`src/rtl/root_req_sequencer.sv`:
```
// root_req_sequencer: request FIFO that feeds a root core one operation at a time via an IDLE/ISSUE/WAIT/DRAIN/RESP FSM.
// Define ROOT_SEQ_TIMEOUT_EN to bound WAIT to TIMEOUT_CYC cycles; expiry returns an error result.
module root_req_sequencer #(
  parameter int FIFO_DEPTH   = 4,
  parameter int ISSUE_CYCLES = 2,
  parameter int TIMEOUT_CYC  = 63
) (
  input  logic        clk,
  input  logic        rst_n,
  input  logic        req_valid,
  input  logic [9:0]  req_base,
  input  logic [2:0]  req_exp,
  output logic        req_ready,
  output logic        core_in_valid,
  output logic [9:0]  core_in_data_1,
  output logic [2:0]  core_in_data_2,
  input  logic        core_out_valid,
  input  logic [19:0] core_out_data,
  output logic        res_valid,
  output logic [19:0] res_data,
  output logic        res_err,
  input  logic        res_ready,
  output logic [3:0]  fifo_level
);

  localparam int PTR_W = $clog2(FIFO_DEPTH);
  localparam int IC_W  = $clog2(ISSUE_CYCLES + 1);

  generate
    if (FIFO_DEPTH < 2 || FIFO_DEPTH > 8 || (FIFO_DEPTH & (FIFO_DEPTH - 1)) != 0 ||
        ISSUE_CYCLES < 1 || TIMEOUT_CYC < 1) begin : g_bad_params
      $error("root_req_sequencer: illegal parameter value");
    end
  endgenerate

  // Handshakes: a request transfers on a rising edge with req_valid && req_ready; a result
  // transfers on a rising edge with res_valid && res_ready, and res_data/res_err stay stable until then.
  typedef enum logic [2:0] {IDLE, ISSUE, WAIT, DRAIN, RESP} state_t;
  state_t state;

  logic [12:0]      fifo_mem [FIFO_DEPTH];
  logic [PTR_W-1:0] wr_ptr;
  logic [PTR_W-1:0] rd_ptr;
  logic [IC_W-1:0]  issue_cnt;
  logic [12:0]      head;
  logic             push;
  logic             pop;

`ifdef ROOT_SEQ_TIMEOUT_EN
  localparam int TO_W = $clog2(TIMEOUT_CYC + 1);
  logic [TO_W-1:0] wait_cnt;
`endif

  assign req_ready = fifo_level < 4'(FIFO_DEPTH);
  assign push      = req_valid && req_ready;
  assign pop       = (state == IDLE) && (fifo_level != 4'd0);
  assign head      = fifo_mem[rd_ptr];

  always_ff @(posedge clk) begin
    if (push) fifo_mem[wr_ptr] <= {req_base, req_exp};
  end

  always_ff @(posedge clk) begin
    if (!rst_n) begin
      state          <= IDLE;
      wr_ptr         <= '0;
      rd_ptr         <= '0;
      fifo_level     <= 4'd0;
      issue_cnt      <= '0;
      core_in_valid  <= 1'b0;
      core_in_data_1 <= 10'd0;
      core_in_data_2 <= 3'd0;
      res_valid      <= 1'b0;
      res_data       <= 20'd0;
      res_err        <= 1'b0;
`ifdef ROOT_SEQ_TIMEOUT_EN
      wait_cnt       <= '0;
`endif
    end else begin
      if (push) wr_ptr <= wr_ptr + PTR_W'(1);
      if (pop)  rd_ptr <= rd_ptr + PTR_W'(1);
      case ({push, pop})
        2'b10:   fifo_level <= fifo_level + 4'd1;
        2'b01:   fifo_level <= fifo_level - 4'd1;
        default: fifo_level <= fifo_level;
      endcase

      case (state)
        IDLE: begin
          if (pop) begin
            // Degree 0 has no root: answer with an error without involving the core.
            if (head[2:0] == 3'd0) begin
              res_valid <= 1'b1;
              res_err   <= 1'b1;
              res_data  <= 20'd0;
              state     <= RESP;
            end else begin
              core_in_data_1 <= head[12:3];
              core_in_data_2 <= head[2:0];
              core_in_valid  <= 1'b1;
              issue_cnt      <= '0;
              state          <= ISSUE;
            end
          end
        end
        ISSUE: begin
          if (issue_cnt == IC_W'(ISSUE_CYCLES - 1)) begin
            core_in_valid <= 1'b0;
`ifdef ROOT_SEQ_TIMEOUT_EN
            wait_cnt      <= '0;
`endif
            state         <= WAIT;
          end else begin
            issue_cnt <= issue_cnt + IC_W'(1);
          end
        end
        WAIT: begin
          if (core_out_valid) begin
            res_data <= core_out_data;
            res_err  <= 1'b0;
            state    <= DRAIN;
          end
`ifdef ROOT_SEQ_TIMEOUT_EN
          else if (wait_cnt == TO_W'(TIMEOUT_CYC - 1)) begin
            res_valid      <= 1'b1;
            res_err        <= 1'b1;
            res_data       <= 20'd0;
            core_in_data_1 <= 10'd0;
            core_in_data_2 <= 3'd0;
            state          <= RESP;
          end else begin
            wait_cnt <= wait_cnt + TO_W'(1);
          end
`endif
        end
        DRAIN: begin
          // Leave only once the core has dropped its valid, so it is idle before the next issue.
          if (!core_out_valid) begin
            res_valid      <= 1'b1;
            core_in_data_1 <= 10'd0;
            core_in_data_2 <= 3'd0;
            state          <= RESP;
          end
        end
        RESP: begin
          if (res_ready) begin
            res_valid <= 1'b0;
            state     <= IDLE;
          end
        end
        default: state <= IDLE;
      endcase
    end
  end

endmodule

```
`config.mk`:
```
export PLATFORM = sky130hd
export DESIGN_NAME = root_req_sequencer
export DESIGN_NICKNAME = d
export VERILOG_FILES = /design/src/rtl/root_req_sequencer.sv
export SDC_FILE = /design/constraint.sdc
export NUM_CORES = 1
export LEC_CHECK = 0
export BUFFER_PORTS_ARGS = -buffer_cell sky130_fd_sc_hd__buf_4
export CAP_MARGIN = 20
export CORE_ASPECT_RATIO = 1.1
export CORE_UTILIZATION = 59
export DETAILED_ROUTE_END_ITERATION = 6
export GPL_ROUTABILITY_DRIVEN = 0
export GPL_TIMING_DRIVEN = 0
export PLACE_DENSITY = 0.84
export SLEW_MARGIN = 20
export SYNTH_ARGS = -nofsm -noshare
export SYNTH_HDL_FRONTEND = slang
export SYNTH_SLANG_ARGS = --single-unit
```
`constraint.sdc`:
```
create_clock -name clk -period 3.8 [get_ports clk]
set_input_delay 0.38 -clock clk [delete_from_list [all_inputs] [get_ports clk]]
set_output_delay 0.38 -clock clk [all_outputs]
set_load 0.01 [all_outputs]
```
==> out/metrics.sh <==
GRTUSAGETOTAL=0.2241
LAYOUT-AREA-OVERHEAD-VS-SYNTH_PCT=21.51
TIMING.FINAL.CRIT_PERIOD_NS=2.903
SYNTH_NETS=342
FLOORPLAN.DIE_AREA_UM2=7237
LAYOUT.NETS=431
CORE_UM2=6633
FINAL_CORE_UTILIZATION=0.7459
FINALHOLDVIOLCOUNT=0
SEQUENTIALPOWERSHARE=0.452
HOLD_SP='req_base[3]'
FIRST_ITER_VIOLATIONS=100
LEADING_POST_SYNTHESIS_CELLS_BY_CELL_AREA='sky130_fd_sc_hd__edfxtp_1 38%, sky130_fd_sc_hd__dfxtp_1 25%, sky130_fd_sc_hd__mux4_2 7.2%, sky130_fd_sc_hd__a22o_1 4.3%, sky130_fd_sc_hd__ha_1 2.2%'
FIN_WORST_SKEW_NS=0.009418
PATH_CLASS='reg2reg'
TRITONCTS='yes'
SYNTH_EDF_COUNT=52
BUSIEST_LAYER='met2'
START_KIND='flop'
CP.ARRIVAL_NS=3.14
MAX_CAP_VIOLATIONS=0
DRTPASS1ITERATIONS=4
PWR-SHARE-CLK=0.201
START_UTIL=0.6138
TIMING.HOLD.WORST.CLASS='in2reg'
GRT_MAX_DEGREE=17
DIE_WIDTH_UM=81.21
CLK_ROOT_BUFFER_CELL='sky130_fd_sc_hd__clkbuf_8'
HTREE_NUM_LEVELS=3
ANTENNA_CELLS_INSERTED=0
CLKTRANSATPATHREGS_NS=0.10
FIRST_GLOBAL_VIAS=2388
POST-ROUTE-DRC-COUNT=0
CP-END-KIND='flop'
CLK_SINKS=103
POST_CTS.RESIZED_INSTANCES=0
MIN_DELAY_PATH_DEPTH=1
ROUTE.DETAILED.WL_PER_INST_UM=16.13
GRT_ANTENNA_BEFORE_REPAIR=0
SYNTH_TOP_AREA_SHARE=0.3835
NUMPORTBUFFERS=78
REG2REG_SETUP_SLACK_NS=0.90
GRT_FIRST_PASS_WIRELENGTH_MM=11.86
OUTCOME='finished clean'
WORSTREG2REGEND='fifo_level[2]'
NUM_ROWS=31
NUMBER_OF_UNIQUE_STANDARD_CELL_TYPES_USED_BY_SYNTHESIS=44
GLOBALROUTEOVERFLOWTOTAL=0
TIMING.FINAL.CRIT_SHARE=0.7639
CTS_MADE_BUFFERS=9
GRT_SETUP_UNREPAIRED='false'
REL_SLEW_SLACK=0.3916
SYNTH.YOSYS.WARNINGS=0
WORST_R2R_STARTPOINT='state[0]'
FINAL_COUNT_OF_NEGATIVE_SETUP_SLACK_ENDPOINTS=0
CLK_LATENCY_NS=0.35
YOSYSSEQAREASHARE=0.6343
YS_ASYNC_SR_FRACTION=0
NETLIST_INSTANCES=297
TOTALNEGATIVESETUPSLACK_NS=0
TIMING.CRITICAL_PATH.REQUIRED_NS=4.04
DETAIL_ROUTE.WIRELENGTH_MM=7.631
WORST_R2R_PATH_DEPTH=11
HPWLAFTERDP_MM=5.394
DRIVE_GT1_FRAC=0.2967
TOTAL_SWITCHING_POWER_uW=1041
USE_MET3=0.04898
CTS_HOLD_BUF=0
SYNTH.FF_LATCH_COUNT=103
GRT_UTIL_MET1=0.3066
SYNTH.AVG_CELL_AREA_UM2=13.71
WORST_PATH_MAX_FANOUT=10
MAPPEDNETLISTAREA_UM2=4071
DRT.ANTENNA.VIOLATING_NETS=0
SWITCHING_PART_OF_THE_TOTAL_POWER=0.3190
ROUTED-VIA-COUNT=2647
MIN_DELAY_WORST_ENDPOINT='fifo_mem[1][6]'
FMAX_MHz=344.5
POST_DRT_VIA_CELL_RATIO=5.596
COMBINATIONALPOWERSHARE=0.347
INTERNAL_POWER_uW=2221
IR_DROP_mV=0.4299
CTS_BUFFER_DEPTH=2
DIE_HEIGHT_UM=89.13
TIMING_MAX_TRANSITION_VIOLATIONS_FINAL=0
GLOBALROUTEMET2UTIL=0.3659
POWER_DENSITY_nW_PER_UM2=659.4
CTS.REPAIR_TIMING.SETUP_BUFFER_COUNT=0
TOP_LEVEL_PORTS=79
DOMINANTREGCELLSYNTH='sky130_fd_sc_hd__edfxtp_1'
WORSTMARGINPINSLEW_NS=0.9003
LEAKAGE_uW=0.001896
FILLERS=441
MOST_AREA_HUNGRY_CELL_TYPE_IN_THE_YOSYS_NETLIST='sky130_fd_sc_hd__edfxtp_1'
-- cell usage after synthesis (2+ instances only) --
cell type,count
sky130_fd_sc_hd__nand2_1,10
sky130_fd_sc_hd__buf_2,4
sky130_fd_sc_hd__ha_1,7
sky130_fd_sc_hd__nand2b_1,11
sky130_fd_sc_hd__and2_1,7
sky130_fd_sc_hd__a21oi_1,17
sky130_fd_sc_hd__a22o_1,20
sky130_fd_sc_hd__nor3_1,2
sky130_fd_sc_hd__mux4_2,13
sky130_fd_sc_hd__xnor2_1,2
sky130_fd_sc_hd__o21ai_0,9
sky130_fd_sc_hd__o31a_1,2
sky130_fd_sc_hd__a32o_1,3
sky130_fd_sc_hd__nand3b_1,11
sky130_fd_sc_hd__nor4b_1,2
sky130_fd_sc_hd__edfxtp_1,52
sky130_fd_sc_hd__nor2b_1,6
sky130_fd_sc_hd__nor3b_1,2
sky130_fd_sc_hd__clkbuf_1,13
sky130_fd_sc_hd__mux2i_1,4
sky130_fd_sc_hd__nor4_1,2
sky130_fd_sc_hd__nand3_1,5
sky130_fd_sc_hd__nor2_1,14
sky130_fd_sc_hd__xor2_1,2
sky130_fd_sc_hd__dfxtp_1,51
sky130_fd_sc_hd__buf_4,3
sky130_fd_sc_hd__inv_1,6
-- cells by family (layout without fill, tap and decap cells) --
group	Yosys count	count (layout)	share of synthesized area
mux	17	17	0.08175
flops	103	103	0.6343
buf+inv	26	120	0.02797
simple gates	84	84	0.1272
fa+ha+maj	7	7	0.02151
xor+xnor	4	4	0.008606
compound gates	56	56	0.09865
-- critical path, cell delays in order (launching register included) --
cell and delay (ns):
sky130_fd_sc_hd__dfxtp_1 0.31, sky130_fd_sc_hd__clkbuf_1 0.19, sky130_fd_sc_hd__nor3_2 0.45, sky130_fd_sc_hd__and2_1 0.24, sky130_fd_sc_hd__buf_2 0.22, sky130_fd_sc_hd__ha_1 0.18, sky130_fd_sc_hd__clkbuf_1 0.29, sky130_fd_sc_hd__xor2_1 0.19
sky130_fd_sc_hd__ha_1 0.23, sky130_fd_sc_hd__and4b_1 0.21, sky130_fd_sc_hd__o21ai_0 0.18, sky130_fd_sc_hd__nand4_1 0.10
-- placed cells by master, fill, tap and decap left out, drive strengths merged, types with 2 or more instances in the layout --
cell      instances
nor3b             2
o21ai             9
or4               2
nand3b           11
mux2i             4
inv               7
nor2             14
nor3              4
a21oi            17
mux4             13
xor2              2
nor4              2
nand2b           11
and2              7
edfxtp           52
xnor2             2
clkinvlp          3
nor4b             2
clkbuf           23
a22o             20
buf              85
a32o              3
dfxtp            51
o31a              2
nor2b             6
nand2            10
nand3             5
ha                7
-- flip-flops by register name, indices dropped and copies added, names as in the netlist, named ones only --
| name | flops |
|---|---|
| state | 3 |
| fifo_level | 4 |
| wr_ptr | 2 |
| core_in_data_1 | 10 |
| rd_ptr | 2 |
| fifo_mem | 52 |
| res_valid | 1 |
| res_err | 1 |
| issue_cnt | 2 |
| core_in_valid | 1 |
| res_data | 20 |
| core_in_data_2 | 3 |
-- worst max path at each step --
stage	start	end	cells after the start	slack [ns]
floorplan	fifo_level[1]	fifo_level[2]	11	1.22
detailed placement	state[0]	fifo_level[2]	11	0.97
global route	state[0]	fifo_level[2]	11	0.69
CTS	state[0]	fifo_level[2]	11	0.96
global placement	state[0]	fifo_level[2]	11	1.05
finish	state[0]	fifo_level[2]	11	0.90
-- layout make-up --
type,instances,area [µm²],area share
multi-input combinational,168,1375,0.2779
inverter,6,22.52,0.004552
timing repair buffer,78,585.6,0.1184
buffer,20,91.34,0.01846
clock buffer,10,127.6,0.02580
clock inverter,6,60.06,0.01214
sequential,103,2582,0.5220
tap,82,102.6,0.02074
-- metal layers --
metal  vias up  part of all wire
met2        52              0.50
li1       1294                 -
met5         -                 0
met1      1295              0.46
met4         0            0.0088
met3         6             0.034
-- stage by stage --
| stage | total power, µW | setup WS (ns) | hold slack [ns] | cells | area [µm²] |
|---|---|---|---|---|---|
| floorplan | 2261 | 1.219 | 0.4293 | 297 | 4071 |
| global placement | 2590 | 1.052 | 0.4457 | 457 | 4760 |
| detailed placement | 2634 | 0.9657 | 0.4497 | 457 | 4760 |
| CTS | 3280 | 0.9557 | 0.2171 | 473 | 4947 |
| global route | 3463 | 0.6877 | 0.2089 | 473 | 4947 |
| finish | 3262 | 0.8971 | 0.2233 | 473 | 4947 |
-- power by group through the flow --
stage / Clock (µW) / Sequential, µW / Combinational (µW)
5_1_grt: 714 / 1500 / 1250
6_report: 656 / 1480 / 1130
2_1_floorplan: 0 / 1520 / 740
3_5_place_dp: 0 / 1500 / 1130
3_3_place_gp: 0 / 1490 / 1100
4_1_cts: 663 / 1480 / 1140
Note: power is estimated with default switching activity, not from simulation.
